### src/rtl/mips_multicycle_ctrl_if.sv
// Control bundle between the multicycle MIPS control FSM and its datapath.
// The controller drives every select/enable; the datapath supplies opcode and mem_ready.
interface mips_multicycle_ctrl_if;
   logic [5:0] opcode;
   logic       mem_ready;
   logic [3:0] state_o;
   logic       pc_write;
   logic       pc_write_cond;
   logic       branch_ne;
   logic       i_or_d;
   logic       mem_read;
   logic       mem_write;
   logic       ir_write;
   logic       reg_dst;
   logic       mem_to_reg;
   logic       reg_write;
   logic       alu_src_a;
   logic [1:0] alu_src_b;
   logic [1:0] alu_op;
   logic [1:0] pc_source;
   logic       ext_sel;
   logic       illegal_op;
   logic       retire;

   modport master (
      input  opcode, mem_ready,
      output state_o, pc_write, pc_write_cond, branch_ne, i_or_d, mem_read,
             mem_write, ir_write, reg_dst, mem_to_reg, reg_write, alu_src_a,
             alu_src_b, alu_op, pc_source, ext_sel, illegal_op, retire
   );

   modport slave (
      output opcode, mem_ready,
      input  state_o, pc_write, pc_write_cond, branch_ne, i_or_d, mem_read,
             mem_write, ir_write, reg_dst, mem_to_reg, reg_write, alu_src_a,
             alu_src_b, alu_op, pc_source, ext_sel, illegal_op, retire
   );
endinterface

### src/rtl/mips_multicycle_ctrl.sv
// Main control FSM of the multicycle MIPS datapath: fetch, decode, execute,
// memory and write-back, stalling on a single-bit memory ready handshake.
module mips_multicycle_ctrl (
   input  logic                   clk,
   input  logic                   reset,
   mips_multicycle_ctrl_if.master bus
);
   typedef enum logic [3:0] {
      FETCH    = 4'd0,  DECODE   = 4'd1,  MEMADR = 4'd2,  MEMRD  = 4'd3,
      MEMWB    = 4'd4,  MEMWR    = 4'd5,  RTYPE_EX = 4'd6, RTYPE_WB = 4'd7,
      BRANCH   = 4'd8,  JUMP     = 4'd9,  IMM_EX = 4'd10, IMM_WB = 4'd11
   } state_t;

   localparam logic [5:0] OP_R    = 6'b000000;
   localparam logic [5:0] OP_LW   = 6'b100011;
   localparam logic [5:0] OP_SW   = 6'b101011;
   localparam logic [5:0] OP_BEQ  = 6'b000100;
   localparam logic [5:0] OP_BNE  = 6'b000101;
   localparam logic [5:0] OP_J    = 6'b000010;
   localparam logic [5:0] OP_ADDI = 6'b001000;
   localparam logic [5:0] OP_ANDI = 6'b001100;
   localparam logic [5:0] OP_ORI  = 6'b001101;

   state_t     state_q, state_d;
   logic [5:0] op_q, op_d;

   function automatic logic is_legal(input logic [5:0] op);
      case (op)
         OP_R, OP_LW, OP_SW, OP_BEQ, OP_BNE, OP_J,
         OP_ADDI, OP_ANDI, OP_ORI: is_legal = 1'b1;
         default:                  is_legal = 1'b0;
      endcase
   endfunction

   always_comb begin
      state_d = state_q;
      op_d    = op_q;
      case (state_q)
         FETCH:    if (bus.mem_ready) state_d = DECODE;
         DECODE: begin
            op_d = bus.opcode;
            case (bus.opcode)
               OP_LW, OP_SW:             state_d = MEMADR;
               OP_R:                     state_d = RTYPE_EX;
               OP_BEQ, OP_BNE:           state_d = BRANCH;
               OP_J:                     state_d = JUMP;
               OP_ADDI, OP_ANDI, OP_ORI: state_d = IMM_EX;
               default:                  state_d = FETCH;
            endcase
         end
         MEMADR:   state_d = (op_q == OP_SW) ? MEMWR : MEMRD;
         MEMRD:    if (bus.mem_ready) state_d = MEMWB;
         MEMWR:    if (bus.mem_ready) state_d = FETCH;
         RTYPE_EX: state_d = RTYPE_WB;
         IMM_EX:   state_d = IMM_WB;
         // Write-back, branch, jump and any unused encoding all return to fetch.
         default:  state_d = FETCH;
      endcase
   end

   always_ff @(posedge clk or posedge reset) begin
      if (reset) begin
         state_q <= FETCH;
         op_q    <= '0;
      end else begin
         state_q <= state_d;
         op_q    <= op_d;
      end
   end

   // Reset gates every output so no write enable survives an aborted instruction.
   always_comb begin
      bus.state_o       = '0;
      bus.pc_write      = 1'b0;
      bus.pc_write_cond = 1'b0;
      bus.branch_ne     = 1'b0;
      bus.i_or_d        = 1'b0;
      bus.mem_read      = 1'b0;
      bus.mem_write     = 1'b0;
      bus.ir_write      = 1'b0;
      bus.reg_dst       = 1'b0;
      bus.mem_to_reg    = 1'b0;
      bus.reg_write     = 1'b0;
      bus.alu_src_a     = 1'b0;
      bus.alu_src_b     = 2'b00;
      bus.alu_op        = 2'b00;
      bus.pc_source     = 2'b00;
      bus.ext_sel       = 1'b0;
      bus.illegal_op    = 1'b0;
      bus.retire        = 1'b0;
      if (!reset) begin
         bus.state_o = state_q;
         case (state_q)
            FETCH: begin
               bus.mem_read  = 1'b1;
               bus.alu_src_b = 2'b01;
               bus.ir_write  = bus.mem_ready;
               bus.pc_write  = bus.mem_ready;
            end
            DECODE: begin
               bus.alu_src_b = 2'b11;
               bus.ext_sel   = 1'b1;
               if (!is_legal(bus.opcode)) begin
                  bus.illegal_op = 1'b1;
                  bus.retire     = 1'b1;
               end
            end
            MEMADR: begin
               bus.alu_src_a = 1'b1;
               bus.alu_src_b = 2'b10;
               bus.ext_sel   = 1'b1;
            end
            MEMRD: begin
               bus.i_or_d   = 1'b1;
               bus.mem_read = 1'b1;
            end
            MEMWB: begin
               bus.mem_to_reg = 1'b1;
               bus.reg_write  = 1'b1;
               bus.retire     = 1'b1;
            end
            MEMWR: begin
               bus.i_or_d    = 1'b1;
               bus.mem_write = 1'b1;
               bus.retire    = bus.mem_ready;
            end
            RTYPE_EX: begin
               bus.alu_src_a = 1'b1;
               bus.alu_op    = 2'b10;
            end
            RTYPE_WB: begin
               bus.reg_dst   = 1'b1;
               bus.reg_write = 1'b1;
               bus.retire    = 1'b1;
            end
            BRANCH: begin
               bus.alu_src_a     = 1'b1;
               bus.alu_op        = 2'b01;
               bus.pc_write_cond = 1'b1;
               bus.pc_source     = 2'b01;
               bus.branch_ne     = (op_q == OP_BNE);
               bus.retire        = 1'b1;
            end
            JUMP: begin
               bus.pc_write  = 1'b1;
               bus.pc_source = 2'b10;
               bus.retire    = 1'b1;
            end
            IMM_EX: begin
               // Logical immediates are zero-extended and use the logic-imm ALU op.
               bus.alu_src_a = 1'b1;
               bus.alu_src_b = 2'b10;
               bus.ext_sel   = (op_q == OP_ADDI);
               bus.alu_op    = (op_q == OP_ADDI) ? 2'b00 : 2'b11;
            end
            IMM_WB: begin
               bus.reg_write = 1'b1;
               bus.retire    = 1'b1;
            end
            default: bus.state_o = state_q;
         endcase
      end
   end
endmodule

### src/flat_wrapper.sv
// flat-port wrapper written by rule: the top's interface ports become plain ports
module mips_multicycle_ctrl_flat 
  (clk, reset, bus_opcode, bus_mem_ready, bus_state_o, bus_pc_write, bus_pc_write_cond, bus_branch_ne, bus_i_or_d, bus_mem_read, bus_mem_write, bus_ir_write, bus_reg_dst, bus_mem_to_reg, bus_reg_write, bus_alu_src_a, bus_alu_src_b, bus_alu_op, bus_pc_source, bus_ext_sel, bus_illegal_op, bus_retire);
  mips_multicycle_ctrl_if bus_i ();
  input  logic clk;
  input  logic reset;
  input wire logic [$bits(bus_i.opcode)-1:0] bus_opcode;
  input wire logic [$bits(bus_i.mem_ready)-1:0] bus_mem_ready;
  output wire logic [$bits(bus_i.state_o)-1:0] bus_state_o;
  output wire logic [$bits(bus_i.pc_write)-1:0] bus_pc_write;
  output wire logic [$bits(bus_i.pc_write_cond)-1:0] bus_pc_write_cond;
  output wire logic [$bits(bus_i.branch_ne)-1:0] bus_branch_ne;
  output wire logic [$bits(bus_i.i_or_d)-1:0] bus_i_or_d;
  output wire logic [$bits(bus_i.mem_read)-1:0] bus_mem_read;
  output wire logic [$bits(bus_i.mem_write)-1:0] bus_mem_write;
  output wire logic [$bits(bus_i.ir_write)-1:0] bus_ir_write;
  output wire logic [$bits(bus_i.reg_dst)-1:0] bus_reg_dst;
  output wire logic [$bits(bus_i.mem_to_reg)-1:0] bus_mem_to_reg;
  output wire logic [$bits(bus_i.reg_write)-1:0] bus_reg_write;
  output wire logic [$bits(bus_i.alu_src_a)-1:0] bus_alu_src_a;
  output wire logic [$bits(bus_i.alu_src_b)-1:0] bus_alu_src_b;
  output wire logic [$bits(bus_i.alu_op)-1:0] bus_alu_op;
  output wire logic [$bits(bus_i.pc_source)-1:0] bus_pc_source;
  output wire logic [$bits(bus_i.ext_sel)-1:0] bus_ext_sel;
  output wire logic [$bits(bus_i.illegal_op)-1:0] bus_illegal_op;
  output wire logic [$bits(bus_i.retire)-1:0] bus_retire;
  assign bus_i.opcode = bus_opcode;
  assign bus_i.mem_ready = bus_mem_ready;
  assign bus_state_o = bus_i.state_o;
  assign bus_pc_write = bus_i.pc_write;
  assign bus_pc_write_cond = bus_i.pc_write_cond;
  assign bus_branch_ne = bus_i.branch_ne;
  assign bus_i_or_d = bus_i.i_or_d;
  assign bus_mem_read = bus_i.mem_read;
  assign bus_mem_write = bus_i.mem_write;
  assign bus_ir_write = bus_i.ir_write;
  assign bus_reg_dst = bus_i.reg_dst;
  assign bus_mem_to_reg = bus_i.mem_to_reg;
  assign bus_reg_write = bus_i.reg_write;
  assign bus_alu_src_a = bus_i.alu_src_a;
  assign bus_alu_src_b = bus_i.alu_src_b;
  assign bus_alu_op = bus_i.alu_op;
  assign bus_pc_source = bus_i.pc_source;
  assign bus_ext_sel = bus_i.ext_sel;
  assign bus_illegal_op = bus_i.illegal_op;
  assign bus_retire = bus_i.retire;
  mips_multicycle_ctrl u_core (.clk(clk), .reset(reset), .bus(bus_i));
endmodule
### config.mk
export PLATFORM = sky130hd
export DESIGN_NAME = mips_multicycle_ctrl_flat
export DESIGN_NICKNAME = d
export VERILOG_FILES = /design/src/rtl/mips_multicycle_ctrl_if.sv /design/src/rtl/mips_multicycle_ctrl.sv /design/src/flat_wrapper.sv
export SDC_FILE = /design/constraint.sdc
export NUM_CORES = 1
export LEC_CHECK = 0
export BUFFER_PORTS_ARGS = -buffer_cell sky130_fd_sc_hd__buf_4
export CAP_MARGIN = 20
export CORE_ASPECT_RATIO = 1.1
export CORE_UTILIZATION = 40
export CTS_BUF_LIST = sky130_fd_sc_hd__clkbuf_8
export DETAILED_ROUTE_END_ITERATION = 8
export PLACE_DENSITY_LB_ADDON = 0.1
export SLEW_MARGIN = 0
export SYNTH_ARGS = -nofsm -noshare
export SYNTH_HDL_FRONTEND = slang
export SYNTH_SLANG_ARGS = --single-unit
### constraint.sdc
create_clock -name clk -period 1.57 [get_ports clk]
set_input_delay 0.314 -clock clk [delete_from_list [all_inputs] [get_ports clk]]
set_output_delay 0.314 -clock clk [all_outputs]
set_load 0.02 [all_outputs]
# Word-level counts from Yosys, hierarchy flattened
# Cells that the tools add are included.
[classes]
n_eq_ne = 25
muxes = 46
reduce_logical = 14
[op_table]
columns = ["operator", "count"]
rows = [
  ["$mux 1", 29],
  ["$pmux 4 s7", 1],
  ["$eq 6x4->1 const B", 4],
  ["$pmux 4 s5", 1],
  ["$eq 6x3->1 const B", 3],
  ["$eq 6x6->1 const B", 3],
  ["$eq 4x3->1 const B", 4],
  ["$eq 4x4->1 const B", 4],
  ["$mux 4", 4],
  ["$pmux 2 s3", 2],
  ["$reduce_or 2->1", 6],
  ["$reduce_or 9->1", 1],
  ["$eq 4x2->1 const B", 2],
  ["$mux 2", 4],
  ["$eq 6x2->1 const B", 1],
  ["$logic_not 6->1", 1],
  ["$ne 2x2->1 const B", 3],
  ["$reduce_or 3->1", 2],
  ["$reduce_or 5->1", 1],
  ["$eq 4x1->1 const B", 1],
  ["$logic_not 4->1", 1],
  ["$pmux 1 s2", 2],
  ["$pmux 2 s2", 1],
  ["$reduce_or 4->1", 1],
  ["3 further kinds", 3],
]
[totals]
reg_bits = 10
inputBits = 9
output_inout_bits = 24
wordCells = 87

# Longest topological paths before layout
[depth]
depth_word = 8
depth_mapped = 6
mapped_depth_nobuf = 4

# Worst setup path before layout
# OpenSTA, ideal clock, no wires.
[synth_timing]
kind = "register to output"
startpoint = "register u_core.state_q[3]"
endpoint = "output bus_ext_sel"
t_arrival_ns = 1.853
t_required_ns = 1.256
path_slack_ns = -0.597
stages_incl_launch_ff = 7
n_path_buf = 2
cell_sequence = "dfrtp_1 -> buf_6 -> nand2b_4 -> buf_6 -> o21a_1 -> nor3_1 -> a21boi_1"
[synth_between]
elab_chain_cells = 4
elab_cells_between_ends = 6
cone_classes = "eq/ne: 3; mux: 2; reduce/logical: 1"
[synth_rtl]
columns = ["element", "line_no", "text"]
rows = [
  ["start: declaration", "mips_multicycle_ctrl.sv:24", "state_t state_q, state_d;"],
  ["start signal: assignment", "mips_multicycle_ctrl.sv:66", "state_q <= state_d;"],
  ["$eq 4x2->1 / $eq 4x1->1 (equally long branches)", "mips_multicycle_ctrl.sv:93", "case (state_q)"],
  ["$reduce_or 2->1 (no source line)", "n/a", ""],
  ["$pmux 1 s2 *", "mips_multicycle_ctrl.sv:93", ""],
  ["$mux 1 *", "mips_multicycle_ctrl.sv:91", "if (!reset) begin"],
  ["end: declaration", "flat_wrapper.sv:24", "output wire logic [$bits(bus_i.ext_sel)-1:0] bus_ext_sel;"],
]
# Every way passes the cells marked *; elsewhere a longest branch is shown, timed or not.

# Worst setup path in the final report
[layout_timing]
startpoint = "register u_core.op_q[1]"
endpoint = "output bus_alu_op[1]"
[layout_between]
elab_chain_cells = 4
[layout_rtl]
columns = ["element", "line_no", "text"]
rows = [
  ["start: declaration", "mips_multicycle_ctrl.sv:25", "logic [5:0] op_q, op_d;"],
  ["start signal: assignment", "mips_multicycle_ctrl.sv:67", "op_q <= op_d;"],
  ["$eq 6x4->1", "mips_multicycle_ctrl.sv:154", "bus.alu_op = (op_q == OP_ADDI) ? 2'b00 : 2'b11;"],
  ["$mux 2", "mips_multicycle_ctrl.sv:154", ""],
  ["$pmux 2 s3", "mips_multicycle_ctrl.sv:93", ""],
  ["$mux 2", "mips_multicycle_ctrl.sv:91", ""],
  ["end: declaration", "flat_wrapper.sv:22", "output wire logic [$bits(bus_i.alu_op)-1:0] bus_alu_op;"],
]
# Every way passes these cells.

==> results.sh <==
export IMPL_status="finished, violations left"
export IMPL_violations="negative setup slack"
export IMPL_r2r_cells=6
export IMPL_syn_area_um2=973
export IMPL_drive_above_1_share=0.709
export IMPL_vdd_drop_max_uv=1550
export IMPL_dr_total_vias=1550
export IMPL_synth_top_area_frac=0.257
export IMPL_synth_area_leaders="dfrtp_1, mux2_2, nor2_1"
export IMPL_slew_headroom=0.704
export IMPL_leakage_nw=0.936
export IMPL_hold_buffers=0
export IMPL_synth_cells=120
export IMPL_finalPower_mw=3.52
export IMPL_skew_ns=0.00244
export IMPL_rows=18
export IMPL_cts_buffer_depth=2
export IMPL_cp_slowest_cell="or4b_4"
export IMPL_tightest_slew_ns=0.439
export IMPL_dp_hpwl_um=2260
export IMPL_min_path_type="in2async"
export IMPL_synth_cell_types=44
export IMPL_crit_path_start_kind="flop"
export IMPL_place_inst=202
export IMPL_synth_fp_nets=129
export IMPL_htreeDepth=1
export IMPL_cts_made_buffers=3
export IMPL_routed_wl_um=5900
export IMPL_num_io_pins=33
export IMPL_core_region_area_um2=2270
export IMPL_die_area_um2=2640
export IMPL_antenna_left=0
export IMPL_avgRoutedWirePerCell_um=25.0
export IMPL_cts_tree="built"
export IMPL_antenna_found_initial=0
export IMPL_critPathRequiredTime_ns=1.26
export IMPL_syn_to_final_growth_pct=124
export IMPL_cts_sinks=10
export IMPL_dr_pass1_iters=4
export IMPL_crit_fanout=3
export IMPL_max_cap_violations=0
export IMPL_finalSetupTns_ns=-6.78
export IMPL_synth_common_cells="nor2_1, dfrtp_1, nand2b_1, nor3_1"
export IMPL_grt_pass1_vias=1363
export IMPL_fin_ws_ns=-0.751
export IMPL_synth_seq_area_share=0.257
export IMPL_synth_ff_type="dfrtp_1"
export IMPL_fin_cells=236
export IMPL_avgSynthCellArea_um2=8.11
export IMPL_initial_core_util=0.428
export IMPL_p_per_area_nw_per_um2=1620
export IMPL_grtUsageTotal=0.378
export IMPL_portBuffers=32
export IMPL_drc=0
export IMPL_r2r_setup_slack_ns=-0.12
export IMPL_max_freq_mhz=431
export IMPL_finalHoldViolations=0
export IMPL_synth_top_area_cell="dfrtp_1"
export IMPL_grt_pass1_wl_um=7120
export IMPL_clkTransAtPathRegs_ns=0.05
export IMPL_grt_max_degree=16
export IMPL_die_x_um=49.0
export IMPL_yosys_warnings=0
export IMPL_cp_arrival_ns=2.01
export IMPL_cp_end_kind="output port"
export IMPL_overflow=0
export IMPL_yosysMostFrequentCell="nor2_1"
export IMPL_fp_dieH_um=53.7
export IMPL_fin_crit_sh=1.48
export IMPL_cts_root_buf="clkbuf_8"
export IMPL_grt_setup_unrepaired="true"
export IMPL_synth_edff_count=0
export IMPL_critPathMaxStageDelay_ns=0.55
export IMPL_synth_async_reset_ratio=1.00
export IMPL_period_minus_slack_ns=2.32
export IMPL_worstPathCellList="or3_4 -> or4b_4 -> nand3b_1 -> a211oi_2 -> buf_4"
export IMPL_place_congestion=0.934
export IMPL_clk_latency_ns=0.23
export IMPL_drtIter0Drc=116
export IMPL_avgViaCountPerCell=6.57
export IMPL_n_antenna_cell=0
export IMPL_setup_violations=25
export IMPL_slew_viol_final=0
export IMPL_critical_path_class="reg2out"
export IMPL_synth_seq_cells=10
export IMPL_reg2reg_from="u_core.state_q[2]"
export IMPL_reg2reg_to="u_core.state_q[0]"
export IMPL_nets=217
-- registers in the layout, summed over array words and instances, names as in the netlist --
| name | flops |
|---|---|
| u_core.state_q | 4 |
| u_core.op_q | 6 |
-- per-layer routing --
layer | routed length [um] | GRT usage | vias up
li1 | - | - | 617
met1 | 2010 | 0.433 | 713
met2 | 2800 | 0.699 | 165
met3 | 630 | 0.0480 | 55
met4 | 460 | 0.206 | 0
met5 | 0 | 0 | -
-- worst max-delay path, delay by kind of cell, from the launching register on --
kind | cells | cell delay [ns]
AO/OA/AOI/OAI | 1 | 0.10
buffers and inverters | 1 | 0.17
flip-flops | 1 | 0.40
AND/OR/NAND/NOR | 3 | 1.11
-- logic make-up (layout without fill, tap and decap cells) --
| group | Yosys count | in the layout | share of synthesized area |
|---|---|---|---|
| mux | 6 | 6 | 0.0694 |
| flops | 10 | 10 | 0.257 |
| fa+ha+maj | 1 | 1 | 0.0103 |
| simple gates | 66 | 66 | 0.422 |
| buf+inv | 13 | 99 | 0.0797 |
| xor+xnor | 1 | 1 | 0.00900 |
| compound gates | 23 | 23 | 0.153 |
-- cell usage in the layout, fill, tap and decap left out, types with 3 or more instances in the layout --
| master | Yosys | layout |
|---|---|---|
| nand2b_1 | 7 | 5 |
| nor3_1 | 7 | 3 |
| clkbuf_8 | 0 | 3 |
| buf_4 | 1 | 49 |
| dfrtp_1 | 10 | 10 |
| nand2_1 | 5 | 5 |
| nand2b_4 | 1 | 3 |
| nor2b_1 | 6 | 3 |
| nor2_1 | 13 | 7 |
| nor2b_4 | 0 | 3 |
| buf_6 | 3 | 39 |
| and3_4 | 0 | 3 |
| nand4b_1 | 3 | 3 |
| nor3_4 | 1 | 4 |
| o21ai_0 | 4 | 4 |
| nor2_4 | 0 | 6 |
| mux2_2 | 6 | 6 |
-- what timing repair did --
action | 4_1_cts | 5_1_grt
gates cloned | 1 | 0
buffers inserted | 22 | 9
resized for setup | 61 | 31
pin swaps | 16 | 18
endpoints found under the setup margin | 20 | 25
-- layout make-up --
| cell class | instances | area (um^2) |
|---|---|---|
| Clock buffer | 3 | 41.3 |
| Tap cell | 30 | 37.5 |
| Timing Repair Buffer | 92 | 877 |
| Sequential cell | 10 | 250 |
| Fill cell | 57 | 96.3 |
| Multi-Input combinational cell | 97 | 947 |
| Inverter | 4 | 25.0 |
-- how the worst max path moves through the flow --
stage                    end  cells after the start              start  slack, ns
6_report       bus_alu_op[1]                      5     u_core.op_q[1]      -0.75
5_1_grt        bus_alu_op[1]                      5     u_core.op_q[4]      -0.84
4_1_cts        bus_alu_op[1]                      5     u_core.op_q[4]      -0.63
3_5_place_dp   bus_alu_op[0]                      4     u_core.op_q[4]      -0.38
3_3_place_gp   bus_alu_op[0]                      4     u_core.op_q[4]      -0.36
2_1_floorplan     bus_retire                      6  u_core.state_q[3]      -0.26
-- power breakdown --
part / total, mW / leakage, nW / internal [mW] / switching [mW]
clock: 0.263 / 0.0216 / 0.168 / 0.0954
combinational: 2.79 / 0.791 / 1.43 / 1.36
sequential: 0.472 / 0.124 / 0.369 / 0.103
-- through the flow --
| stage | utilization | hold WS, ns | setup slack (ns) | cell area (um^2) |
|---|---|---|---|---|
| detailed placement | 0.664 | 0.467 | -0.376 | 1510 |
| floorplan | - | 0.167 | -0.263 | 1070 |
| finish | 0.958 | 0.292 | -0.751 | 2180 |
| global route | 0.958 | 0.294 | -0.844 | 2180 |
| global placement | 0.664 | 0.459 | -0.364 | 1510 |
| CTS | 0.864 | 0.246 | -0.634 | 1960 |
Power figures use the tool's default switching activity.
